[src/rtl/nor3_sweep_ctrl.sv]
// Sweeps all eight {a,b,c} vectors through an external 3-input NOR gate and
// checks its output, reporting per-vector failures, a mismatch count and a verdict.
module nor3_sweep_ctrl #(
  parameter int unsigned HoldCycles = 5
) (
  input  logic       clk_i,
  input  logic       rst_ni,
  input  logic       start_i,
  input  logic       dut_y_i,
  output logic       dut_a_o,
  output logic       dut_b_o,
  output logic       dut_c_o,
  output logic       y_exp_o,
  output logic       busy_o,
  output logic       done_o,
  output logic       pass_o,
  output logic [3:0] err_count_o,
  output logic [7:0] fail_vec_o
);

  localparam int unsigned HoldW = (HoldCycles > 1) ? $clog2(HoldCycles) : 1;
  localparam logic [HoldW-1:0] HoldLast = HoldW'(HoldCycles - 1);

  typedef enum logic [1:0] {StIdle, StRun, StDone} state_e;

  state_e           state_q, state_d;
  logic [2:0]       idx_q, idx_d;
  logic [HoldW-1:0] hold_q, hold_d;
  logic             pass_q, pass_d;
  logic [3:0]       err_q, err_d;
  logic [7:0]       fail_q, fail_d;

  logic             sample;
  logic             mismatch;
  logic [3:0]       err_inc;

  always_ff @(posedge clk_i or negedge rst_ni) begin
    if (!rst_ni) begin
      state_q <= StIdle;
      idx_q   <= 3'd0;
      hold_q  <= '0;
      pass_q  <= 1'b0;
      err_q   <= 4'd0;
      fail_q  <= 8'h00;
    end else begin
      state_q <= state_d;
      idx_q   <= idx_d;
      hold_q  <= hold_d;
      pass_q  <= pass_d;
      err_q   <= err_d;
      fail_q  <= fail_d;
    end
  end

  // The gate is combinational, so y is compared on the last edge of each hold window.
  // An X/Z on y counts as a mismatch.
  always_comb begin
    sample   = (state_q == StRun) && (hold_q == HoldLast);
    mismatch = sample && (dut_y_i !== (~|idx_q));
    err_inc  = (mismatch && (err_q != 4'd8)) ? err_q + 4'd1 : err_q;
  end

  always_comb begin
    state_d = state_q;
    idx_d   = idx_q;
    hold_d  = hold_q;
    pass_d  = pass_q;
    err_d   = err_q;
    fail_d  = fail_q;
    unique case (state_q)
      StIdle: begin
        if (start_i) begin
          state_d = StRun;
          idx_d   = 3'd0;
          hold_d  = '0;
          err_d   = 4'd0;
          fail_d  = 8'h00;
          pass_d  = 1'b0;
        end
      end
      StRun: begin
        if (sample) begin
          hold_d = '0;
          err_d  = err_inc;
          if (mismatch) fail_d[idx_q] = 1'b1;
          if (idx_q == 3'd7) begin
            state_d = StDone;
            pass_d  = (err_inc == 4'd0);
          end else begin
            idx_d = idx_q + 3'd1;
          end
        end else begin
          hold_d = hold_q + HoldW'(1);
        end
      end
      StDone: begin
        state_d = StIdle;
        idx_d   = 3'd0;
      end
      default: state_d = StIdle;
    endcase
  end

  always_comb begin
    busy_o                      = (state_q == StRun);
    done_o                      = (state_q == StDone);
    {dut_a_o, dut_b_o, dut_c_o} = busy_o ? idx_q : 3'b000;
    y_exp_o                     = busy_o ? ~|idx_q : 1'b1;
    pass_o                      = pass_q;
    err_count_o                 = err_q;
    fail_vec_o                  = fail_q;
  end

endmodule

[config.mk]
export PLATFORM = sky130hd
export DESIGN_NAME = nor3_sweep_ctrl
export DESIGN_NICKNAME = d
export VERILOG_FILES = /design/src/rtl/nor3_sweep_ctrl.sv
export SDC_FILE = /design/constraint.sdc
export NUM_CORES = 1
export LEC_CHECK = 0
export ABC_AREA = 0
export CAP_MARGIN = 15
export CORE_MARGIN = 8
export CORE_UTILIZATION = 40
export DETAILED_ROUTE_END_ITERATION = 6
export GPL_TIMING_DRIVEN = 0
export PLACE_DENSITY = 0.64
export SLEW_MARGIN = 20
export SYNTH_ARGS = -nofsm -noshare
export SYNTH_HDL_FRONTEND = slang
export SYNTH_SLANG_ARGS = --single-unit
[constraint.sdc]
create_clock -name clk_i -period 1.7 [get_ports clk_i]
set_input_delay 0.425 -clock clk_i [delete_from_list [all_inputs] [get_ports clk_i]]
set_output_delay 0.425 -clock clk_i [all_outputs]
set_load 0.05 [all_outputs]
## Yosys cells after proc, flatten, opt, wreduce, memory -nomap -nowiden

Index checks and enable logic that the tools add are counted.

- Bits in registers: 21
- Bits of input ports: 4
- Word-level logic and storage cells: 65

- $add $sub $neg: 3
- Order comparisons: 2
- Equal/unequal tests: 11
- Multiplexer cells: 26
- Bitwise gates (word level): 1
- Reductions and logical operators: 16

Operators with widths:

| kind | number |
|---|---|
| $mux W8 | 3 |
| $pmux W8 S2 | 1 |
| $mux W3 | 5 |
| $mux W4 | 3 |
| $reduce_and A4 Y1 | 3 |
| $pmux W3 S3 | 1 |
| $or A8 B8 Y8 | 1 |
| $pmux W4 S2 | 1 |
| $add A3 B1 Y3 const B | 2 |
| $eq A3 B3 Y1 const B | 2 |
| $mux W2 | 3 |
| $ne A2 B1 Y1 const B | 3 |
| $pmux W3 S2 | 1 |
| $reduce_and A3 Y1 | 2 |
| $mux W1 | 5 |
| $add A4 B1 Y4 const B | 1 |
| $logic_and A1 B1 Y1 | 4 |
| $logic_not A4 Y1 | 1 |
| $lt A3 B4 Y1 const B | 1 |
| $ne A2 B2 Y1 const B | 2 |
| $ne A4 B4 Y1 const B | 1 |
| $pmux W2 S2 | 1 |
| $demux W1 S3 | 1 |
| $ge A3 B1 Y1 const B | 1 |
| 10 further kinds | 10 |

## Logic depth before layout (Yosys ltp)

Gate-level depths: netlist (run 1).

- Depth after elaboration: 10
- Gate-level depth with buffers: 8

## Worst setup path after synthesis (run 1)

OpenSTA, ideal clock, no wires.

- Kind: flip-flop to flip-flop
- Start: reg err_q[0] (netlist: err_count_o[0])
- End: reg pass_q (netlist: pass_o)
- Library setup time: 0.104 ns
- Arrival time: 1.725 ns
- Required time: 1.596 ns
- Path slack: -0.129 ns
- Stages on the path, launching flop included: 8
- Path buffers: 0
- Period minus slack after synthesis: 1.829 ns
- Path through: dfrtp_1 > inv_1 > ha_1 > nand2_1 > nor2_1 > nor3_2 > mux2i_1 > o41ai_2

- Longest elaborated chain between the ends: 7
- Elaborated cells on any way between the ends: 8

Ends and longest elaborated chain:

| element | line | RTL |
|---|---|---|
| start: declaration | 30 | `logic [3:0] err_q, err_d;` |
| start signal: assignment | 50 | `err_q <= err_d;` |
| branches (longest 2 deep; another with $add A4 B1 Y4) | - |  |
| $mux W4 (*) | 60 | `err_inc = (mismatch && (err_q != 4'd8)) ? err_q + 4'd1 : err_q;` |
| $logic_not A4 Y1 (*) | 88 | `pass_d = (err_inc == 4'd0);` |
| $mux W1 (*) | 86 | `if (idx_q == 3'd7) begin` |
| $mux W1 (*) | 82 | `if (sample) begin` |
| $pmux W1 S2 (*) | 70 | `unique case (state_q)` |
| end signal: assignment | 49 | `pass_q <= pass_d;` |
| end: declaration | 29 | `logic pass_q, pass_d;` |

Mark *: on every way between the ends. The select of a mux whose other input is x is not followed.
A chain may end at the register's enable or synchronous reset.

## Worst setup path after layout (run 1)

- Start: reg state_q[1]
- End: out dut_c_o

- Longest elaborated chain between the ends: 2

Ends and longest elaborated chain:

| element | line | RTL |
|---|---|---|
| start: declaration | 26 | `state_e state_q, state_d;` |
| start signal: assignment | 39 | `state_q <= StIdle;` |
| start signal: assignment | 46 | `state_q <= state_d;` |
| $eq A2 B1 Y1 | 105 | `busy_o = (state_q == StRun);` |
| $mux W3 | 107 | `{dut_a_o, dut_b_o, dut_c_o} = busy_o ? idx_q : 3'b000;` |
| end: declaration | 12 | `output logic dut_c_o,` |

No other way between the ends.

==> results of run 1 <==
## state kept, by name, indices dropped and copies added (netlist names)
signal and flops:
idx_q 3, hold_q 3, pass_o 1, err_count_o 4
fail_vec_o 8, state_q 2
## critical path: cells and delay by family, from the launching register on
kind / cells / cell delay [ns]
buf+inv: 2 / 0.30
simple gates: 2 / 0.30
flops: 1 / 0.44
## metal layers
layer	share of wire, %	GRT usage, %	wire [microns]
met2	52	21.53	1680
met4	2.3	6.236	76
met5	0	0	0
met1	40	13.61	1299
met3	5.7	4.603	186
## final timing paths
kind	startpoint	to	slack (ns)	depth (start not counted)
setup / recovery	state_q[1]	dut_c_o	-0.10	4
hold / removal	rst_ni	fail_vec_o[6]	0.04	1
setup reg to reg	hold_q[1]	fail_vec_o[0]	-0.09	6
hold reg to reg	fail_vec_o[2]	fail_vec_o[2]	0.48	2
max in group asynchronous	rst_ni	err_count_o[0]	1.31	1
min in group clk_i	fail_vec_o[2]	fail_vec_o[2]	0.48	2
## cell usage in the layout, fill, tap and decap left out, types with 2 or more instances in the layout
cell type	instances
a21oi_1	2
a22o_1	6
a41oi_1	2
buf_2	2
buf_4	26
buf_6	5
buf_8	2
clkbuf_2	2
clkbuf_4	3
clkdlybuf4s15_1	3
clkdlybuf4s15_2	2
dfrtp_1	17
dfrtp_2	4
dlygate4sd2_1	7
ha_1	4
ha_4	3
inv_1	4
inv_2	3
mux2i_1	3
nand2_1	13
nand2b_4	2
nand3_1	5
nand3_2	2
nor2_1	13
nor2_4	2
nor3_2	2
o21ai_0	4
o21ai_1	3
o41ai_2	3
or3_4	2
xor2_2	2
## area by class of cell
type,count,area (sq um),share of cell area [%]
plain buffers,2,16.27,0.8690
clock buffers,3,22.52,1.203
clock inverters,1,5.005,0.2674
inverters,9,48.80,2.607
multi-input cells,90,778.2,41.58
flip-flops and latches,21,530.5,28.34
well taps,33,41.29,2.206
repair buffers,49,429.2,22.93
## power groups by stage
stage | registers, W | clock network (W) | logic (W)
floorplan | 0.00118 | 0 | 0.00109
global placement | 0.000854 | 0 | 0.00194
detailed placement | 0.000857 | 0 | 0.00196
CTS | 0.000832 | 0.000256 | 0.00233
global route | 0.000844 | 0.000281 | 0.00279
finish | 0.000823 | 0.000257 | 0.00262
## cells by family after synthesis
family / after synthesis / share of synthesized area (%)
AOI/OAI and AO/OA: 25 / 16.31
xor gates and xnor gates: 4 / 3.467
adders and majority gates: 7 / 7.135
buffers and inverters: 12 / 5.402
DFF: 21 / 42.81
muxes: 5 / 4.587
and+or+nand+nor: 49 / 20.28
## repair_timing
| action | 4_1_cts | 5_1_grt |
|---|---|---|
| setup endpoints to repair | 33 | 21 |
| resized for setup | 83 | 23 |
| hold buffers | 0 | 0 |
| buffers inserted | 16 | 11 |
| cloned | 0 | 0 |
| pin swaps | 6 | 5 |
## through the flow
stage / setup slack (ns) / utilization (%)
after floorplan: -0.06847 / -
after detailed placement: -0.6080 / 50.88
after global routing: -0.1744 / 62.86
final: -0.1026 / 62.86
after global placement: -0.5951 / 50.88
after CTS: -0.1015 / 58.36
==> metrics.cfg, run 1 <==
[drt]
drc = 0
wire_per_inst_microns = 15.59
via_per_inst = 5.428
drt_pass1_iterations = 4
first_iter_violations = 70
via_count = 1129
ant_nets = 0
wirelength_microns = 3243

[timing]
period_minus_slack_ns = 1.803
hold_slack_ns = 0.03508
slew_violations = 0
final_hold_viol_count = 0
finalSetupViolations = 9
tightest_slew_ns = 0.4967
timing.slew.headroom_pct = 67.02
rsz0062_at_grt = true
fin_skew_ns = 0.001870
setup_tns_ns = -0.4741
fin_crit_sh_pct = 106.0
fin_ws_ns = -0.1026
max_freq_ghz = 0.5548

[critical_path]
crit_chain = nand2b_4 > buf_6 > nor2_4 > buf_8
endpoint_kind = primary output
crit_arrival_ns = 1.38
crit_type = register to primary output
worstSetupStartpointType = register
required_ns = 1.27
critPathMaxFanout = 6
cp_slowest_cell = dfrtp_2
slowest_delay_ns = 0.44

[yosys]
synth_edf_count = 0
yosysWarningCount = 0
synth_area_sq_um = 1227
ys_ff_latch = 21
synthCells = 123
synth_largest_area_cell = dfrtp_1
synth_top_area_share_pct = 42.81
synth.distinct_cells = 34
ys_top_cells_by_count = 21 x dfrtp_1, 15 x nor2_1, 14 x nand2_1
synth_ff_type = dfrtp_1
ys_seq_area_share_pct = 42.81
synth_nets = 134
yosys-top-cells-area = dfrtp_1 43%, ha_1 7.1%, nor2_1 4.6%
postSynth.asyncResetShare_pct = 100.0
synth_most_common_cell = dfrtp_1
syn_area_per_cell_sq_um = 9.979

[power_and_ir_drop]
p_seq_share_pct = 22.2
p_clk_share_pct = 6.9
p_int_w = 0.001900
p_per_area_nw_per_um2 = 1978
total_power_w = 0.003703
p_sw_share_pct = 48.67
power_leakage_nw = 0.9130
switching_power_w = 0.001802
vdd_drop_max_mv = 1.014
power.share.combinational_pct = 70.9

[floorplan]
io_pins = 23
die_area_sq_um = 5097
start_util_pct = 41.22
core_sq_um = 2978
num_rows = 20
die_h_microns = 71.40
die_w_microns = 71.40

[global_route]
antenna_found_initial = 0
grt_max_degree = 22
grt_pass1_wl_microns = 5119
grt_remaining_overflow = 0
grt_usage_pct = 12.70
grt_pass1_vias = 1094

[final_layout]
nFillCells = 223
areaGrowthSynthToFinish_pct = 52.50
n_antenna_cell = 0
final_cell_area_sq_um = 1872
stdcell_count = 208
nets = 187
drive_above_1_share_pct = 46.86

[cts]
ctsHtreeMaxLevel = 1
root_buffer = clkbuf_4
clk_latency_ns = 0.33
cts_tree = built
cts.sinks = 21
clk_pin_slew_ns = 0.12
cts_max_path_buffers = 2
cts_made_buffers = 3

[placement]
port_buffers = 22
dp_hpwl_microns = 2003
place_area_sq_um = 1515
place_inst = 178
place.gp.congestion = 0.7865

[worst_hold_path]
hold_class = input port to asynchronous set/reset pin

[status]
status = finished, violations left
violations = setup timing

[flow_run]
max_cap_violations = 0

Power figures use the tool's default switching activity.
==> run 2: changes to the inputs <==
--- a/config.mk
+++ b/config.mk
@@ -8,11 +8,10 @@
 export ABC_AREA = 0
 export CAP_MARGIN = 15
 export CORE_MARGIN = 8
-export CORE_UTILIZATION = 40
+export CORE_UTILIZATION = 46
 export DETAILED_ROUTE_END_ITERATION = 6
 export GPL_TIMING_DRIVEN = 0
-export PLACE_DENSITY = 0.64
-export SLEW_MARGIN = 20
+export PLACE_DENSITY = 0.73
 export SYNTH_ARGS = -nofsm -noshare
 export SYNTH_HDL_FRONTEND = slang
 export SYNTH_SLANG_ARGS = --single-unit
==> run 2 against run 1 <==
  * The run still ends with setup timing left
  * Cell area is 4.3% lower
  * Sequential power increased by 1%
  * Combinational power decreased by 5%
  * Worst hold slack better by 0.46 ns
  * Sequential cell count stayed put
  * Via count shrank 4.3%
  * Sequential share of layout area up 1.3 points
  * Routed wire length decreased by 2.7%
==> metrics.cfg, run 2 (synthesized netlist as in run 1, its figures left out) <==
[final_layout]
n_antenna_cell = 0  ; unchanged
stdcell_count = 198  ; -4.8%
final_common_cell = buf_4
areaGrowthSynthToFinish_pct = 45.97
regArea_sq_um = 530.5  ; unchanged
nets = 180  ; -3.7%
final_core_util_pct = 71.67  ; +8.8 points
multi_input_area_sq_um = 754.5  ; -3.1%
drive_above_1_share_pct = 42.26  ; -4.6 points
nFillCells = 179  ; -20%
largest_reg_flops = 8  ; unchanged
layout.cells.most_common_list = 18 x buf_4, 17 x dfrtp_1, 14 x nor2_1
final_cell_area_sq_um = 1792  ; -4.3%

[timing]
fin_ws_ns = -0.05278  ; +0.04983 ns
final_hold_viol_count = 0  ; unchanged
fin_skew_ns = 0.002307  ; +0.0004371 ns
timing.slew.headroom_pct = 35.50  ; -32 points
max_freq_ghz = 0.5705  ; +2.8%
finalSetupViolations = 6  ; -3
slew_violations = 0  ; unchanged
setup_tns_ns = -0.1650  ; +0.3091 ns
rsz0062_at_grt = true
fin_crit_sh_pct = 103.1  ; -2.9 points
tightest_slew_ns = 0.9645  ; +0.4678 ns
period_minus_slack_ns = 1.753  ; -0.04983 ns

[flow_run]
max_cap_violations = 0  ; unchanged

[critical_path]
crit_chain = inv_4 > ha_4 > nand2b_4 > xnor2_4 > a21oi_1 > or3_4 > o41ai_2
critPathMaxFanout = 4  ; -2
required_ns = 1.91  ; +0.64 ns
r2r-start = idx_q[1]
r2r_end = fail_vec_o[0]
worst-path-buf-inv = 1  ; -1
crit_arrival_ns = 1.96  ; +0.58 ns
slowest_delay_ns = 0.45  ; about the same
reg2regPathDepth = 7  ; +1
endpoint_kind = register
worstSetupStartpointType = register
crit_type = register to register
r2r_slack_ns = -0.05  ; +0.04 ns
cp_slowest_cell = dfrtp_2
cpLargestDelayFamily = simple AND/OR/NAND/NOR gates

[cts]
cts_max_path_buffers = 2  ; unchanged
cts_made_buffers = 3  ; unchanged
ctsHtreeMaxLevel = 1  ; unchanged
root_buffer = clkbuf_4
ctsHoldBuffers = 0  ; unchanged
cts_tree = built
cts.sinks = 21  ; unchanged
clk_latency_ns = 0.30  ; -0.03 ns
clk_pin_slew_ns = 0.12  ; about the same

[floorplan]
io_pins = 23  ; unchanged
core_sq_um = 2500  ; -16%
start_util_pct = 49.10  ; +7.9 points
num_rows = 18  ; -10%
die_h_microns = 67.66  ; -5.2%
die_w_microns = 67.66  ; -5.2%
die_area_sq_um = 4577  ; -10%

[global_route]
antenna_found_initial = 0  ; unchanged
grt_pass1_vias = 1155  ; +5.6%
grt_remaining_overflow = 0  ; unchanged
grt_usage_pct = 15.12  ; +2.4 points
grt_pass1_wl_microns = 5437  ; +6.2%
grt_max_degree = 22  ; unchanged

[drt]
drt_pass1_iterations = 4  ; unchanged
ant_nets = 0  ; unchanged
via_per_inst = 5.460  ; +0.58%
wire_per_inst_microns = 15.93  ; +2.2%
first_iter_violations = 39  ; -44%
via_count = 1081  ; -4.3%
wirelength_microns = 3155  ; -2.7%
drc = 0  ; unchanged

[worst_hold_path]
min_path_cells = 2
min_to = fail_vec_o[1]
hold_class = register to register
min_from = fail_vec_o[1]

[power_and_ir_drop]
power_leakage_nw = 0.8715  ; -4.5%
p_per_area_nw_per_um2 = 1985  ; +0.33%
vdd_drop_max_mv = 1.276  ; +26%
total_power_w = 0.003556  ; -4.0%

[placement]
port_buffers = 22  ; unchanged
place_inst = 175  ; -1.7%
place_area_sq_um = 1511  ; -0.25%
place.gp.congestion = 0.7769  ; -1.2%
dp_hpwl_microns = 2082  ; +4.0%

[status]
status = finished, violations left
violations = setup timing

-- run 2: timing repair --
item / 4_1_cts / 5_1_grt
endpoints found under the setup margin: 34 / 15
gates cloned: 0 / 0
resized for setup: 82 / 10
buffers inserted: 15 / 5
pin swaps: 4 / 4
-- run 2: metal layers --
layer / up-vias / share of wire (%) / track usage [%]
met5: - / 0 / 0
met3: 4 / 4.4 / 2.483
li1: 523 / - / -
met1: 533 / 42 / 17.59
met2: 21 / 53 / 27.57
met4: 0 / 0.86 / 4.439
-- run 2: worst max-delay path by stage --
| stage | from | to | slack [ns] | cells after the start |
|---|---|---|---|---|
| finish | idx_q[1] | fail_vec_o[0] | -0.05 | 7 |
| global route | idx_q[1] | fail_vec_o[0] | -0.12 | 7 |
| CTS | state_q[1] | dut_c_o | -0.08 | 4 |
| detailed placement | start_i | fail_vec_o[1] | -0.59 | 6 |
| global placement | start_i | fail_vec_o[1] | -0.58 | 6 |
| floorplan | state_q[1] | dut_a_o | -0.07 | 3 |
-- run 2: through the flow --
stage	hold slack (ns)	worst slack [ns]
after detailed placement	0.4688	-0.5931
after global routing	0.5349	-0.1177
after floorplan	0.1294	-0.06847
final	0.4957	-0.05278
after global placement	0.4603	-0.5840
after CTS	0.4950	-0.07688
-- run 2: worst reg2reg max path: cells and delay by family, from the launching register on --
kind / cells / cell delay (ns)
AOI/OAI and AO/OA: 2 / 0.35
xor gates and xnor gates: 1 / 0.19
adders and majority gates: 1 / 0.13
buffers and inverters: 1 / 0.07
DFF: 1 / 0.45
and+or+nand+nor: 2 / 0.48
-- run 2: area by class of cell --
cell class              instances  area share [%]
plain buffers                   2          0.9078
clock buffers                   4           1.466
well taps                      30           2.095
repair buffers                 42           21.09
inverters                       9           2.723
flip-flops and latches         21           29.61
multi-input cells              90           42.11
-- run 2: report_power, final --
group          switching, W  internal (W)  total (W)  leakage (nW)
Clock              0.000156     0.0000914   0.000247        0.0150
Combinational       0.00145       0.00103    0.00248         0.590
Sequential         0.000144      0.000686   0.000831         0.267
